<file path="src/rtl/pipeline_controller.sv">
// rtl/pipeline_controller.sv - stage-enable sequencer for the 5-stage MIPS pipeline
module pipeline_controller #(
    parameter int CNT_W        = 16,
    parameter int FLUSH_SLOTS  = 2,
    parameter int MEM_TIMEOUT  = 15,
    parameter int DRAIN_CYCLES = 3
) (
    input  logic             clk,
    input  logic             reset,
    input  logic             stall_in,
    input  logic             branch_taken,
    input  logic             imem_ready,
    input  logic             dmem_req,
    input  logic             dmem_ready,
    input  logic             halt_req,
    output logic             pc_en,
    output logic             ifid_en,
    output logic             ifid_flush,
    output logic             idex_bubble,
    output logic             exmem_en,
    output logic             mem_wait,
    output logic             mem_timeout,
    output logic             halted,
    output logic [CNT_W-1:0] stall_count
);

    typedef enum logic [2:0] {RUN, FLUSH, MEM_WAIT, DRAIN, HALT} state_t;

    localparam logic [2:0] SLOT_RELOAD = 3'(FLUSH_SLOTS - 1);
    localparam logic [2:0] DRAIN_LOAD  = 3'(DRAIN_CYCLES);
    localparam logic [7:0] WAIT_LIMIT  = 8'(MEM_TIMEOUT);

    state_t             state_q, state_d;
    logic [2:0]         slot_q, slot_d;
    logic [2:0]         drain_q, drain_d;
    logic [7:0]         wait_q, wait_d;
    logic               mem_timeout_q, mem_timeout_d;
    logic               halted_q, halted_d;
    logic [CNT_W-1:0]   stall_count_q, stall_count_d;
    logic               mem_freeze;

    assign mem_freeze = dmem_req && !dmem_ready;

    always_comb begin
        state_d       = state_q;
        slot_d        = slot_q;
        drain_d       = drain_q;
        wait_d        = wait_q;
        mem_timeout_d = mem_timeout_q;
        pc_en         = 1'b0;
        ifid_en       = 1'b0;
        ifid_flush    = 1'b0;
        idex_bubble   = 1'b0;
        exmem_en      = 1'b0;
        mem_wait      = 1'b0;

        case (state_q)
            RUN: begin
                pc_en    = 1'b1;
                ifid_en  = 1'b1;
                exmem_en = 1'b1;
                if (mem_freeze) begin
                    pc_en    = 1'b0;
                    ifid_en  = 1'b0;
                    exmem_en = 1'b0;
                    mem_wait = 1'b1;
                    state_d  = MEM_WAIT;
                    wait_d   = 8'd1;
                end else if (branch_taken) begin
                    // A concurrent hazard stall is dropped: its instruction is squashed.
                    ifid_flush  = 1'b1;
                    idex_bubble = 1'b1;
                    if (FLUSH_SLOTS > 1) begin
                        state_d = FLUSH;
                        slot_d  = SLOT_RELOAD;
                    end
                end else if (stall_in) begin
                    pc_en       = 1'b0;
                    ifid_en     = 1'b0;
                    idex_bubble = 1'b1;
                end else if (!imem_ready) begin
                    pc_en      = 1'b0;
                    ifid_flush = 1'b1;
                end else if (halt_req) begin
                    pc_en      = 1'b0;
                    ifid_flush = 1'b1;
                    state_d    = DRAIN;
                    drain_d    = DRAIN_LOAD;
                end
            end
            FLUSH: begin
                if (mem_freeze) begin
                    mem_wait = 1'b1;
                    state_d  = MEM_WAIT;
                    wait_d   = 8'd1;
                end else begin
                    pc_en      = 1'b1;
                    ifid_flush = 1'b1;
                    exmem_en   = 1'b1;
                    if (branch_taken) begin
                        idex_bubble = 1'b1;
                        slot_d      = SLOT_RELOAD;
                    end else if (slot_q <= 3'd1) begin
                        state_d = RUN;
                    end else begin
                        slot_d = slot_q - 3'd1;
                    end
                end
            end
            MEM_WAIT: begin
                if (dmem_ready) begin
                    pc_en    = 1'b1;
                    ifid_en  = 1'b1;
                    exmem_en = 1'b1;
                    state_d  = RUN;
                end else begin
                    mem_wait = 1'b1;
                    if (wait_q == WAIT_LIMIT) begin
                        mem_timeout_d = 1'b1;
                        state_d       = HALT;
                    end else begin
                        wait_d = wait_q + 8'd1;
                    end
                end
            end
            DRAIN: begin
                // A freeze while draining holds the drain count in place.
                if (mem_freeze) begin
                    mem_wait = 1'b1;
                end else begin
                    ifid_flush = 1'b1;
                    exmem_en   = 1'b1;
                    drain_d    = drain_q - 3'd1;
                    if (drain_q <= 3'd1) begin
                        state_d = HALT;
                    end
                end
            end
            HALT: begin
                ifid_flush = 1'b1;
            end
            default: begin
                state_d = RUN;
            end
        endcase

        halted_d      = halted_q || (state_d == HALT);
        stall_count_d = stall_count_q;
        if (!pc_en && state_q != HALT && stall_count_q != {CNT_W{1'b1}}) begin
            stall_count_d = stall_count_q + 1'b1;
        end
    end

    always_ff @(posedge clk) begin
        if (reset) begin
            state_q       <= RUN;
            slot_q        <= '0;
            drain_q       <= '0;
            wait_q        <= '0;
            mem_timeout_q <= 1'b0;
            halted_q      <= 1'b0;
            stall_count_q <= '0;
        end else begin
            state_q       <= state_d;
            slot_q        <= slot_d;
            drain_q       <= drain_d;
            wait_q        <= wait_d;
            mem_timeout_q <= mem_timeout_d;
            halted_q      <= halted_d;
            stall_count_q <= stall_count_d;
        end
    end

    assign mem_timeout = mem_timeout_q;
    assign halted      = halted_q;
    assign stall_count = stall_count_q;

endmodule

</file>
<file path="config.mk">
export PLATFORM = sky130hd
export DESIGN_NAME = pipeline_controller
export DESIGN_NICKNAME = d
export VERILOG_FILES = /design/src/rtl/pipeline_controller.sv
export SDC_FILE = /design/constraint.sdc
export NUM_CORES = 1
export LEC_CHECK = 0
export BUFFER_PORTS_ARGS = -buffer_cell sky130_fd_sc_hd__buf_4
export CAP_MARGIN = 20
export CORE_ASPECT_RATIO = 1.4
export CORE_MARGIN = 5
export CORE_UTILIZATION = 50
export CTS_CLUSTER_SIZE = 20
export DETAILED_ROUTE_END_ITERATION = 8
export HOLD_SLACK_MARGIN = 0.15
export PLACE_DENSITY_LB_ADDON = 0.08
export SLEW_MARGIN = 10
export SYNTH_ARGS = -nofsm -noshare
export SYNTH_HDL_FRONTEND = slang
export SYNTH_SLANG_ARGS = --single-unit
</file>
<file path="constraint.sdc">
create_clock -name clk -period 2.3 [get_ports clk]
set_clock_uncertainty 0.1 [all_clocks]
set_input_delay 0.23 -clock clk [delete_from_list [all_inputs] [get_ports clk]]
set_output_delay 0.23 -clock clk [all_outputs]
set_load 0.01 [all_outputs]
</file>
Word-level counts from Yosys, hierarchy flattened
Index checks and enable logic that the tools add are counted.

word-level totals
  register bits after elaboration = 35
  bits of input ports = 8
  output and inout port bits = 24
  logic and storage cells = 109

operators by class
  $add $sub $neg = 4
  order comparisons = 2
  equality and inequality tests = 20
  multiplexer cells = 58
  bitwise logic cells = 1
  reductions and logical operators = 17

operators with widths
  cell                                                  count
  two-way mux 3 bit                                     23
  two-way mux 8 bit                                     3
  two-way mux 1 bit                                     22
  inequality test 2 bit (second input constant)         10
  adder 16 x 1 -> 16 bit (second input constant)        1
  inequality test 16 bit (second input constant)        1
  one-hot mux 8 bit (2 select lines)                    1
  one-hot mux 3 bit (5 select lines)                    1
  one-hot mux 3 bit (2 select lines)                    2
  adder 8 x 1 -> 8 bit (second input constant)          1
  == test 8 x 4 -> 1 bit (second input constant)        1
  one-hot mux 1 bit (2 select lines)                    4
  AND reduction 7 bit                                   1
  == test 3 x 2 -> 1 bit (second input constant)        2
  == test 3 bit (second input constant)                 2
  <= comparator 3 x 1 -> 1 bit (second input constant)  2
  inequality test 3 bit (second input constant)         2
  one-hot mux 1 bit (3 select lines)                    2
  nonzero test 2 bit                                    3
  subtractor 3 x 1 -> 3 bit (second input constant)     2
  AND reduction 5 bit                                   1
  AND reduction 4 bit                                   1
  OR reduction 2 bit                                    2
  == test 3 x 1 -> 1 bit (second input constant)        1
  other kinds (8)                                       11

Logic depth before layout (Yosys ltp)
  depth after elaboration = 9
  depth in mapped cells = 8
  mapped depth without buffers = 7

Least setup slack after synthesis
Ideal clock, no wire load.

  path type = flip-flop to flip-flop
  from = register stall_count_q[0], in the netlist stall_count[0]
  to = register stall_count_q[9], in the netlist stall_count[9]
  data arrival time = 1876 ps
  data required time = 2079 ps
  slack = 203 ps
  cell stages (with the launch flop) = 8
  path buffers = 1
  period minus slack after synthesis = 2097 ps
  path through = dfxtp_1 -> ha_1 -> nand3_1 -> or3_4 -> nor4_4 -> buf_6 -> nor3_1 -> mux2_4

between the ends
  longest elaborated chain between the ends = 2
  elaborated cells on any way between the ends = 3

ends and longest elaborated chain
  item                                                                            RTL line  source
  from (decl)                                                                     39        logic [CNT_W-1:0] stall_count_q, stall_count_d;
  from (signal assigned)                                                          170       stall_count_q <= stall_count_d;
  parallel branches: the longest is 2 deep, another holds adder 16 x 1 -> 16 bit  -

Parallel ways; which one is timed is not known.
A chain may end at the register's enable or synchronous reset.

Worst setup path after layout
  from = register state_q[1]
  to = register stall_count_q[7], in the netlist stall_count[7]

between the ends
  longest elaborated chain between the ends = 5
  elaborated cells on any way between the ends = 8

ends and longest elaborated chain
  item                                            RTL line  source
  from (decl)                                     33        state_t state_q, state_d;
  from (signal assigned)                          164       state_q <= state_d;
  == test 3 x 2 -> 1 bit (tied with other cells)  57        case (state_q)
  one-hot mux 1 bit (3 select lines)              57
  logical NOT 1 bit                               149       if (!pc_en && state_q != HALT && stall_count_q != {CNT_W{1'b1}}) begin
  logical AND 1 bit (*) (2 in series)             149

Mark *: on every way between the ends. The rest lies on a longest branch, timed or not.

==> impl_metrics.tcl <==
set metrics [dict create \
    status "finished clean" \
    maxCapViolCount 0 \
    slew_headroom_pct 63.51 \
    cts_resized 0 \
    dieWidth_um 63.73 \
    hold_violations 0 \
    start_util_pct 51.56 \
    synth_fp_nets 259 \
    syn-instance-count 245 \
    dp_cells 314 \
    path_buf_inv 1 \
    grt_pass1_vias 1655 \
    post-cts-setup-buffers 0 \
    path_max_fanout 29 \
    final_cells 322 \
    avgSynthCellArea_um2 8.248 \
    htree_levels 2 \
    die_h_um 85.22 \
    synthArstFlopShare_pct 0 \
    path_clk_slew_ps 70 \
    reg2reg_depth 6 \
    drive_gt1_share_pct 21.15 \
    yosys_warnings 0 \
    num_rows 27 \
    synth_edf_count 0 \
    cts_hold_buf 0 \
    ys_seq_area_share_pct 34.67 \
    power_leakage_nw 0.8758 \
    num_io_pins 32 \
    hold_path_class "in2reg" \
    cts_tree "built" \
    vias 1836 \
    clockBufferDepth 2 \
    worst_r2r_endpoint "stall_count[7]" \
    grt_max_degree 34 \
    n_antenna_cell 0 \
    fillers 362 \
    hpwl_mm 3.050 \
    yosysUniqueCellTypes 49 \
    grt_pass1_wl_mm 7.148 \
    syn_to_final_growth_pct 19.69 \
    crit_path_end_kind "flip-flop" \
    core_um2 3919 \
    dr.pass1.iters 4 \
    clkSinkCount 35 \
    setup_viol_count_final 0 \
    cpPeakStageDelay_ps 530 \
    crit_arrival_ps 2170 \
    worst_path_dominant_cell_family "simple AND/OR/NAND/NOR gates" \
    period_share_pct 91.33 \
    grt_overflow 0 \
    synth_flop_cell "dfxtp_1" \
    nets 292 \
    path_depth 6 \
    period_needed_ps 2101 \
    antenna_found_initial 0 \
    worstSkewPairLatency_ps 290 \
    worstSetupPathType "reg2reg" \
    path_cells "nor2_1, nand3_1, o211ai_1, buf_12, nor4b_1, mux2_1" \
    rsz0062_at_grt "no" \
    crit_required_ps 2370 \
    critPathSlowestCell "dfxtp_1" \
    drtIter0Drc 95 \
    r2r-start "state_q[1]" \
    reg2reg_slack_ps 200 \
    power_density_nw_per_um2 584.0 \
    vias_per_cell 5.702 \
    grt.total_usage_pct 16.02 \
    dieArea_um2 5431 \
    peakVddDrop_mv 0.5033 \
    routed_wl_mm 4.202 \
    netlist_area_um2 2021 \
    postRouteAntennaNets 0 \
    max_freq_mhz 476.0 \
    yosys_register_bits 35 \
    cp-start-kind "flip-flop" \
    slew_violations 0 \
    setup_tns_ps 0 \
    startpoint "state_q[1]" \
    worst_slew_pin_slew_ps 543.2 \
    endpoint "stall_count[7]" \
    place_congestion 0.8391 \
    remaining_drc_errors 0 \
    cts_made_buffers 5 \
    root_buffer "clkbuf_8" \
    io_buffers 31 \
    routedWlPerCell_um 13.05 \
]
==> state kept, by name (all words and copies together) (netlist names) <==
signal and count:
mem_timeout 1, slot_q 3, halted 1, state_q 3, drain_q 3, wait_q 8
stall_count 16
==> how the worst min path moves through the flow <==
stage / from / cells past startpoint / endpoint
detailed placement: halted / 2 / halted
CTS: branch_taken / 4 / slot_q[2]
global placement: halted / 2 / halted
finish: branch_taken / 4 / slot_q[2]
floorplan: reset / 2 / stall_count[14]
global route: branch_taken / 4 / slot_q[2]
==> metrics by stage <==
stage,setup slack (ps),area [um^2],utilization [%],power [mW],hold WS (ps)
floorplan,202.5,2021,-,0.7954,337.6
global placement,246.0,2306,58.84,0.8734,338.4
detailed placement,224.7,2306,58.84,0.8734,339.9
CTS,201.6,2419,61.72,1.431,181.0
global route,91.78,2419,61.72,1.494,201.8
finish,199.4,2419,61.72,1.413,189.3
==> layer usage <==
layer,GRT usage (%),share of wire (%),vias up
li1,-,-,959
met1,19.82,46,842
met2,26.52,49,30
met3,4.238,3.9,5
met4,5.671,1.5,0
met5,0,0,-
==> cell usage in the layout (no fill, tap or decap), drive strengths merged, types with 3 or more instances in the layout <==
cell | netlist | final
a211oi | 6 | 6
a21oi | 24 | 24
buf | 8 | 38
clkbuf | 4 | 5
dfxtp | 35 | 35
ha | 6 | 6
inv | 16 | 16
mux2 | 3 | 3
nand2 | 13 | 13
nand2b | 5 | 5
nand3 | 12 | 12
nand4 | 4 | 4
nor2 | 28 | 28
nor2b | 5 | 5
nor3 | 8 | 8
nor4 | 3 | 3
nor4b | 3 | 3
o21ai | 9 | 9
o31ai | 9 | 9
or3 | 4 | 4
or3b | 3 | 3
or4 | 9 | 9
xnor2 | 6 | 6
==> cells in the mapped netlist (3+ instances only) <==
| cell type | number | area share, % |
|---|---|---|
| dfxtp_1 | 35 | 35 |
| nor2_1 | 28 | 5.2 |
| a21oi_1 | 24 | 5.9 |
| inv_1 | 16 | 3.0 |
| nand2_1 | 13 | 2.4 |
| nand3_1 | 10 | 2.5 |
| o31ai_1 | 9 | 3.3 |
| or4_1 | 9 | 3.3 |
| nor3_1 | 8 | 2.0 |
| o21ai_0 | 7 | 1.7 |
| a211oi_1 | 6 | 2.2 |
| ha_1 | 6 | 3.7 |
| xnor2_1 | 6 | 2.6 |
| buf_2 | 5 | 1.2 |
| nand2b_1 | 5 | 1.5 |
| nor2b_1 | 5 | 1.5 |
| clkbuf_1 | 4 | 0.74 |
| nand4_1 | 4 | 1.2 |
| or3_1 | 3 | 0.93 |
==> cell type report <==
type / count / area, um^2 / area share (%)
inverters: 16 / 60.06 / 2.483
repair buffers: 38 / 297.8 / 12.31
clock inverters: 3 / 43.79 / 1.811
flip-flops and latches: 35 / 700.7 / 28.97
multi-input cells: 182 / 1194 / 49.35
well taps: 43 / 53.80 / 2.225
clock buffers: 5 / 68.82 / 2.845
==> worst min-delay path, stage by stage <==
cell and delay [ps]:
buf_4 130, nor2_1 50, nand3_1 60, a21oi_1 60
==> power breakdown <==
group | switching (mW) | total [mW] | internal [mW]
registers | 0.0226 | 0.645 | 0.622
clock network | 0.230 | 0.553 | 0.323
logic | 0.116 | 0.215 | 0.0984
==> cell families (layout without fill, tap and decap cells) <==
family,Yosys count,after routing,share of synthesized area [%]
xor gates and xnor gates,7,7,3.034
buffers and inverters,28,62,6.253
muxes,5,5,2.848
DFF,35,35,34.67
adders and majority gates,6,6,3.715
AOI/OAI and AO/OA,64,64,20.99
and+or+nand+nor,100,100,28.48
Note: power is estimated with default switching activity, not from simulation.
